File: config.mk
export PLATFORM = sky130hd
export DESIGN_NAME = uart_tx_ctrl
export DESIGN_NICKNAME = d
export VERILOG_FILES = /design/src/rtl/uart_pkg.sv /design/src/rtl/uart_baud_tick.sv /design/src/rtl/uart_tx_ctrl.sv
export SDC_FILE = /design/constraint.sdc
export NUM_CORES = 1
export LEC_CHECK = 0
export ABC_CLOCK_PERIOD_IN_PS = 2200
export CORE_ASPECT_RATIO = 1.75
export CORE_MARGIN = 1
export CORE_UTILIZATION = 47
export CTS_CLUSTER_DIAMETER = 50
export DETAILED_ROUTE_END_ITERATION = 7
export HOLD_SLACK_MARGIN = 0.05
export PLACE_DENSITY_LB_ADDON = 0.15
export SYNTH_ARGS = -nofsm -noshare
export SYNTH_HDL_FRONTEND = slang
export SYNTH_SLANG_ARGS = --single-unit
File: constraint.sdc
create_clock -name clk -period 2.2 [get_ports clk]
set_clock_uncertainty 0.1 [all_clocks]
set_input_delay 0.33 -clock clk [delete_from_list [all_inputs] [get_ports clk]]
set_output_delay 0.33 -clock clk [all_outputs]
set_load 0.1 [all_outputs]
File: src/rtl/uart_pkg.sv
// +--------------------------------------------------------------------------+
// | uart_pkg: state encoding and default parameters shared by UART TX and RX. |
// | Optional macro: UART_TX_PARITY_EN adds the PARITY state.                  |
// | Revision: 1.0                                                             |
// +--------------------------------------------------------------------------+
`default_nettype none

package uart_pkg;

  localparam int CLKS_PER_BIT_DEF = 434;
  localparam int DATA_BITS_DEF    = 8;

  typedef enum logic [2:0] {
    IDLE       = 3'd0,
    START      = 3'd1,
    DATA       = 3'd2,
`ifdef UART_TX_PARITY_EN
    PARITY     = 3'd3,
`endif
    STOP       = 3'd4,
    TXCOMPLETE = 3'd5
  } uart_state_e;

endpackage

`default_nettype wire

File: src/rtl/uart_baud_tick.sv
// +--------------------------------------------------------------------------+
// | uart_baud_tick: bit-period counter, 0..CLKS_PER_BIT-1, tick at terminal.  |
// | Revision: 1.0                                                             |
// +--------------------------------------------------------------------------+
`default_nettype none

module uart_baud_tick
  import uart_pkg::*;
#(
  parameter int CLKS_PER_BIT = CLKS_PER_BIT_DEF
) (
  input  logic clk,
  input  logic reset,
  input  logic clear,
  output logic tick
);

  localparam int              CNT_W = (CLKS_PER_BIT > 1) ? $clog2(CLKS_PER_BIT) : 1;
  localparam logic [CNT_W-1:0] TERM = CNT_W'(CLKS_PER_BIT - 1);

  logic [CNT_W-1:0] cnt_q, cnt_d;

  assign tick = (cnt_q == TERM);

  // Wrap at the bit boundary; clear forces alignment on state entry.
  always_comb begin
    cnt_d = cnt_q + 1'b1;
    if (clear || tick) begin
      cnt_d = '0;
    end
  end

  always_ff @(posedge clk) begin
    if (reset) begin
      cnt_q <= '0;
    end else begin
      cnt_q <= cnt_d;
    end
  end

endmodule

`default_nettype wire

File: src/rtl/uart_tx_ctrl.sv
// +--------------------------------------------------------------------------+
// | uart_tx_ctrl: UART transmitter FSM, shift register and bit counter.       |
// | Optional macro: UART_TX_PARITY_EN inserts an even-parity bit before STOP. |
// | Revision: 1.0                                                             |
// +--------------------------------------------------------------------------+
`default_nettype none

module uart_tx_ctrl
  import uart_pkg::*;
#(
  parameter int CLKS_PER_BIT = CLKS_PER_BIT_DEF,
  parameter int DATA_BITS    = DATA_BITS_DEF
) (
  input  logic                 clk,
  input  logic                 reset,
  input  logic                 iStartTx,
  input  logic [DATA_BITS-1:0] iTxData,
  input  logic                 iTxClear,
  output logic                 oTx,
  output logic                 oTxBusy,
  output logic                 oTxFlag
);

  localparam int               BIT_W    = (DATA_BITS > 1) ? $clog2(DATA_BITS) : 1;
  localparam logic [BIT_W-1:0] LAST_BIT = BIT_W'(DATA_BITS - 1);

  uart_state_e          state_q, state_d;
  logic [DATA_BITS-1:0] shift_q, shift_d;
  logic [BIT_W-1:0]     bit_cnt_q, bit_cnt_d;
  logic                 tx_q, tx_d;
  logic                 baud_clear;
  logic                 baud_tick;
`ifdef UART_TX_PARITY_EN
  logic                 parity_q, parity_d;
`endif

  uart_baud_tick #(
    .CLKS_PER_BIT (CLKS_PER_BIT)
  ) u_baud (
    .clk   (clk),
    .reset (reset),
    .clear (baud_clear),
    .tick  (baud_tick)
  );

  // Counter held at zero while waiting and restarted on every state change.
  assign baud_clear = (state_d != state_q) || (state_q == IDLE) || (state_q == TXCOMPLETE);

  always_comb begin
    state_d   = state_q;
    shift_d   = shift_q;
    bit_cnt_d = bit_cnt_q;
    tx_d      = tx_q;
`ifdef UART_TX_PARITY_EN
    parity_d  = parity_q;
`endif
    case (state_q)
      IDLE: begin
        tx_d      = 1'b1;
        bit_cnt_d = '0;
        if (iStartTx) begin
          shift_d  = iTxData;
`ifdef UART_TX_PARITY_EN
          parity_d = ^iTxData;
`endif
          tx_d     = 1'b0;
          state_d  = START;
        end
      end
      START: begin
        if (baud_tick) begin
          tx_d    = shift_q[0];
          state_d = DATA;
        end
      end
      DATA: begin
        if (baud_tick) begin
          if (bit_cnt_q == LAST_BIT) begin
            bit_cnt_d = '0;
`ifdef UART_TX_PARITY_EN
            tx_d      = parity_q;
            state_d   = PARITY;
`else
            tx_d      = 1'b1;
            state_d   = STOP;
`endif
          end else begin
            bit_cnt_d = bit_cnt_q + 1'b1;
            shift_d   = {1'b0, shift_q[DATA_BITS-1:1]};
            tx_d      = shift_q[1];
          end
        end
      end
`ifdef UART_TX_PARITY_EN
      PARITY: begin
        if (baud_tick) begin
          tx_d    = 1'b1;
          state_d = STOP;
        end
      end
`endif
      STOP: begin
        tx_d = 1'b1;
        if (baud_tick) begin
          state_d = TXCOMPLETE;
        end
      end
      TXCOMPLETE: begin
        tx_d = 1'b1;
        if (iTxClear) begin
          state_d = IDLE;
        end
      end
      default: begin
        state_d   = IDLE;
        tx_d      = 1'b1;
        bit_cnt_d = '0;
        shift_d   = '0;
      end
    endcase
  end

  always_ff @(posedge clk) begin
    if (reset) begin
      state_q   <= IDLE;
      shift_q   <= '0;
      bit_cnt_q <= '0;
      tx_q      <= 1'b1;
`ifdef UART_TX_PARITY_EN
      parity_q  <= 1'b0;
`endif
    end else begin
      state_q   <= state_d;
      shift_q   <= shift_d;
      bit_cnt_q <= bit_cnt_d;
      tx_q      <= tx_d;
`ifdef UART_TX_PARITY_EN
      parity_q  <= parity_d;
`endif
    end
  end

  assign oTx     = tx_q;
  assign oTxBusy = (state_q != IDLE);
  assign oTxFlag = (state_q == TXCOMPLETE);

endmodule

`default_nettype wire
==> results by stage, run 1 <==
Global route:
- The global-route wire length before repair is 4460 µm.
- Entering global routing, the biggest net connects 18 pins.
- The initial antenna violation count is 0.
- The global route total overflow is 0.
- The via count of the first global-routing pass came to 1038.
- In the global route stage, overall resource usage came out at 18.5%.

Worst setup path:
- The critical path arrival is 1.52 ns.
- The worst endpoint required time is 1.77 ns.
- The category of the most critical setup path is flop to output pin.
- The critical path starts at state_q[0].
- The number of cells on the worst reg-to-reg path is 4.
- The worst flop-to-flop path startpoint is state_q[0].
- Of all nets on the critical path, the largest fanout is 12.
- Counting both buffers and inverters, the worst setup path holds a total of 1.
- In this run the critical register-to-register path is captured at shift_q[7].
- The peak per-stage delay on the critical path is 0.47 ns.
- STA classifies the critical path endpoint as an output pin.
- The most critical setup path has its endpoint at oTxBusy.
- In this run the number of cells on the critical path is 3.
- Traced cell by cell, the critical path runs through nor2_2 > nand2_1 > buf_12.
- For this design, the slowest cell found on the critical path is dfxtp_1.
- The cell family with the largest share of critical-path delay is simple AND/OR/NAND/NOR gates.
- STA classifies the critical path startpoint as a flop.
- The register-to-register setup slack is 0.39 ns.

Power:
- IR analysis of the VDD net gives a maximum drop of 456 µV.
- In this run the power density over the cells is 556 mW/mm².
- Summed over all cells, the static leakage comes to 0.537 nW.

Yosys:
- The Yosys step of the flow raised 0 warnings.
- Synthesis handed over a netlist of 140 instances.
- The number of distinct standard cells referenced by the synthesized netlist is 42.
- The fraction of the yosys area taken by sequential cells is 35.8%.
- Counting every net in the synthesized netlist gives 156.
- The share of the synthesized area in the top cell type is 35.8%.
- In the post-synthesis netlist, the biggest area contributors are dfxtp_1 36%, mux2_2 5.9%, nand4_1 4.2%.
- In this run the cell area of the synthesized design comes to 0.00134 mm².
- dfxtp_1 takes more of the synthesized area than any other cell.
- The number of synthesized register bits is 24.
- A synthesized cell averages 9.59 µm².

Drt:
- The DRC violations left is 0.
- The number of optimization iterations in the first detailed-route pass is 4.
- The post-detailed-route via-to-cell ratio is 5.83.
- After detailed routing, the total wire length is 2620 µm.
- The final routed wire length divided by cell count is 14.5 µm.
- Detailed routing inserted a total of 1049 vias.
- The detail route stage leaves a number of antenna-violating nets equal to 0.
- The initial DRC count is 37.

STA:
- The final-report max-slew violation count is 0.
- The total setup violations reported at the end of the flow is 0.
- The remaining max-slew budget at the tightest pin is 65.7%.
- Setup repair after global routing left no endpoint under its margin.
- For the pin with the worst max-slew slack, the measured transition is 0.514 ns.
- The setup total negative slack is 0 ns.
- The final period demand of the worst path is 1.95 ns.
- After layout, the worst path uses 88.7% of the clock period.
- The upper clock frequency limit is 0.512 GHz.
- The worst hold margin is 0.380 ns.
- The final count of hold timing violations is 0.

Floorplanning:
- The initial utilization of the core area, before any placement, comes to 49.3%.
- The total area inside the core boundary comes to 0.00272 mm².
- The number of top-level design ports is 15.
- The width of the die is 42.4 µm.
- The total die area is 0.00308 mm².
- The die is 72.7 µm tall.
- The number of placement rows is 25.

Clock tree:
- CTS built an H-tree with a depth of 1.
- The cell at the root of the clock tree is clkbuf_8.
- The clock passes through at most 2 buffers.
- TritonCTS built the clock tree.
- The clock transition time at the flip-flop clock pins of the worst setup and hold paths is 0.08 ns.
- The number of hold buffers added after CTS was 0.
- Post-CTS timing repair inserted 0 buffers for setup.
- The number of buffers created by CTS is 3.
- The number of gates resized after CTS was 0.
- The clock reaches the later pin of the worst-skew pair after 0.27 ns.
- Counting every sink on the clock net gives 24.

Final layout:
- For this run, the post-layout net count is 170.
- The filler cell count in the final layout is 259.
- The antenna cell count is 0.
- The most common library cell in the layout ignoring fill and taps is dfxtp_1.
- Leaving out fill and tap cells, the most frequent cells in the layout are 24 x dfxtp_1, 11 x clkdlybuf4s50_1, 10 x o21ai_0.
- The fraction of final layout cells sized beyond drive strength 1 is 22.9%.
- The cell area after layout is 0.00156 mm².
- The area growth from synthesis to layout is 15.8%.

Placed design:
- The weighted congestion reported at the end of routability-driven placement is 0.864.
- The count of buffers inserted at the top-level ports is 14.
- Detailed placement finished with a half-perimeter wire length of 1970 µm.
- Once placement finished, the instance area stood at 0.00150 mm².

Job:
- Max-cap violations in this run came to 0.

Worst hold path:
- The path type of the worst min-delay path is flop to flop.

Run status:
- The run finished with clean final reports.
state kept, by name, summed over array words and instances, names as in the netlist:
| name | cells |
|---|---|
| bit_cnt_q | 3 |
| shift_q | 8 |
| oTx | 1 |
| u_baud.cnt_q | 9 |
| state_q | 3 |
worst register-to-register path: cells and delay by family, from the launching register on:
family	cells	cell delay [ns]
compound gates	3	0.78
simple gates	1	0.21
flops	1	0.65
cell families after synthesis:
logic type / count (synthesis) / share of synthesized area [%]
compound gates: 35 / 18.4
flops: 24 / 35.8
mux: 8 / 6.62
fa+ha+maj: 4 / 3.73
buf+inv: 14 / 6.06
simple gates: 46 / 23.6
xor+xnor: 9 / 5.87
through the flow:
step	instances	setup slack [ns]	power (mW)	util [%]
detailed placement	176	0.332	0.578	55.0
global placement	176	0.406	0.576	55.0
floorplan	140	0.316	0.540	-
finish	180	0.248	0.865	57.1
CTS	180	0.0602	0.873	57.1
global route	180	0.127	0.901	57.1
area by class of cell:
| cell class | count | area, µm² | share of cell area [%] |
|---|---|---|---|
| flip-flops and latches | 24 | 480 | 30.9 |
| clock buffers | 4 | 55.1 | 3.54 |
| multi-input cells | 102 | 783 | 50.4 |
| repair buffers | 17 | 180 | 11.6 |
| inverters | 6 | 22.5 | 1.45 |
| well taps | 27 | 33.8 | 2.17 |
metal layers:
metal / up-vias / GRT usage (%) / share of wire, %
li1: 532 / - / -
met1: 489 / 21.4 / 42
met2: 23 / 33.2 / 53
met3: 5 / 2.97 / 3.2
met4: 0 / 7.64 / 1.8
met5: - / 0 / 0
cells in the mapped netlist:
master,count
nor2_2,7
mux2i_1,1
o31ai_1,2
nand3_1,3
a21boi_0,1
or3_1,2
o21ai_0,10
o221a_2,1
buf_4,1
inv_1,6
mux2_2,7
a211o_1,1
nor2b_1,1
o31ai_4,1
nor3_1,2
nand2_1,7
a2111oi_2,1
clkbuf_1,2
o32ai_1,3
a21o_1,1
o21a_1,1
nand2b_1,2
and4_1,1
a21oi_1,9
a211oi_1,1
a21oi_2,1
ha_1,4
nand4b_2,1
and3_1,2
dfxtp_1,24
xnor2_1,5
nor3b_4,1
buf_2,2
nor2b_4,1
a31oi_1,1
nor2_4,2
xor2_1,4
buf_6,3
o31a_1,1
nor2_1,4
nand4_1,9
nand4bb_4,1
power by group:
part | total [mW] | switching, mW | internal (mW) | leakage, nW
logic | 0.111 | 0.0604 | 0.0511 | 0.313
registers | 0.457 | 0.0118 | 0.446 | 0.195
clock network | 0.296 | 0.136 | 0.160 | 0.0288
how the worst min path moves through the flow:
stage,endpoint,startpoint,cells past startpoint
2_1_floorplan,shift_q[2],shift_q[2],2
3_3_place_gp,shift_q[4],shift_q[4],2
3_5_place_dp,shift_q[3],shift_q[3],2
4_1_cts,shift_q[3],shift_q[3],2
5_1_grt,bit_cnt_q[1],bit_cnt_q[1],2
6_report,shift_q[3],shift_q[3],2
(Power assumes the default switching activity.)
==> inputs of run 2 (changes only) <==
Settings changed: CAP_MARGIN set to 20.
==> results of run 2 <==
The final DEF is identical to that of run 1; final timing and power are the same.
==> inputs of run 3 (changes only) <==
Settings changed: HOLD_SLACK_MARGIN 0.05 to not set.
==> results of run 3 <==
The final DEF is identical to that of run 1; final timing and power are the same.
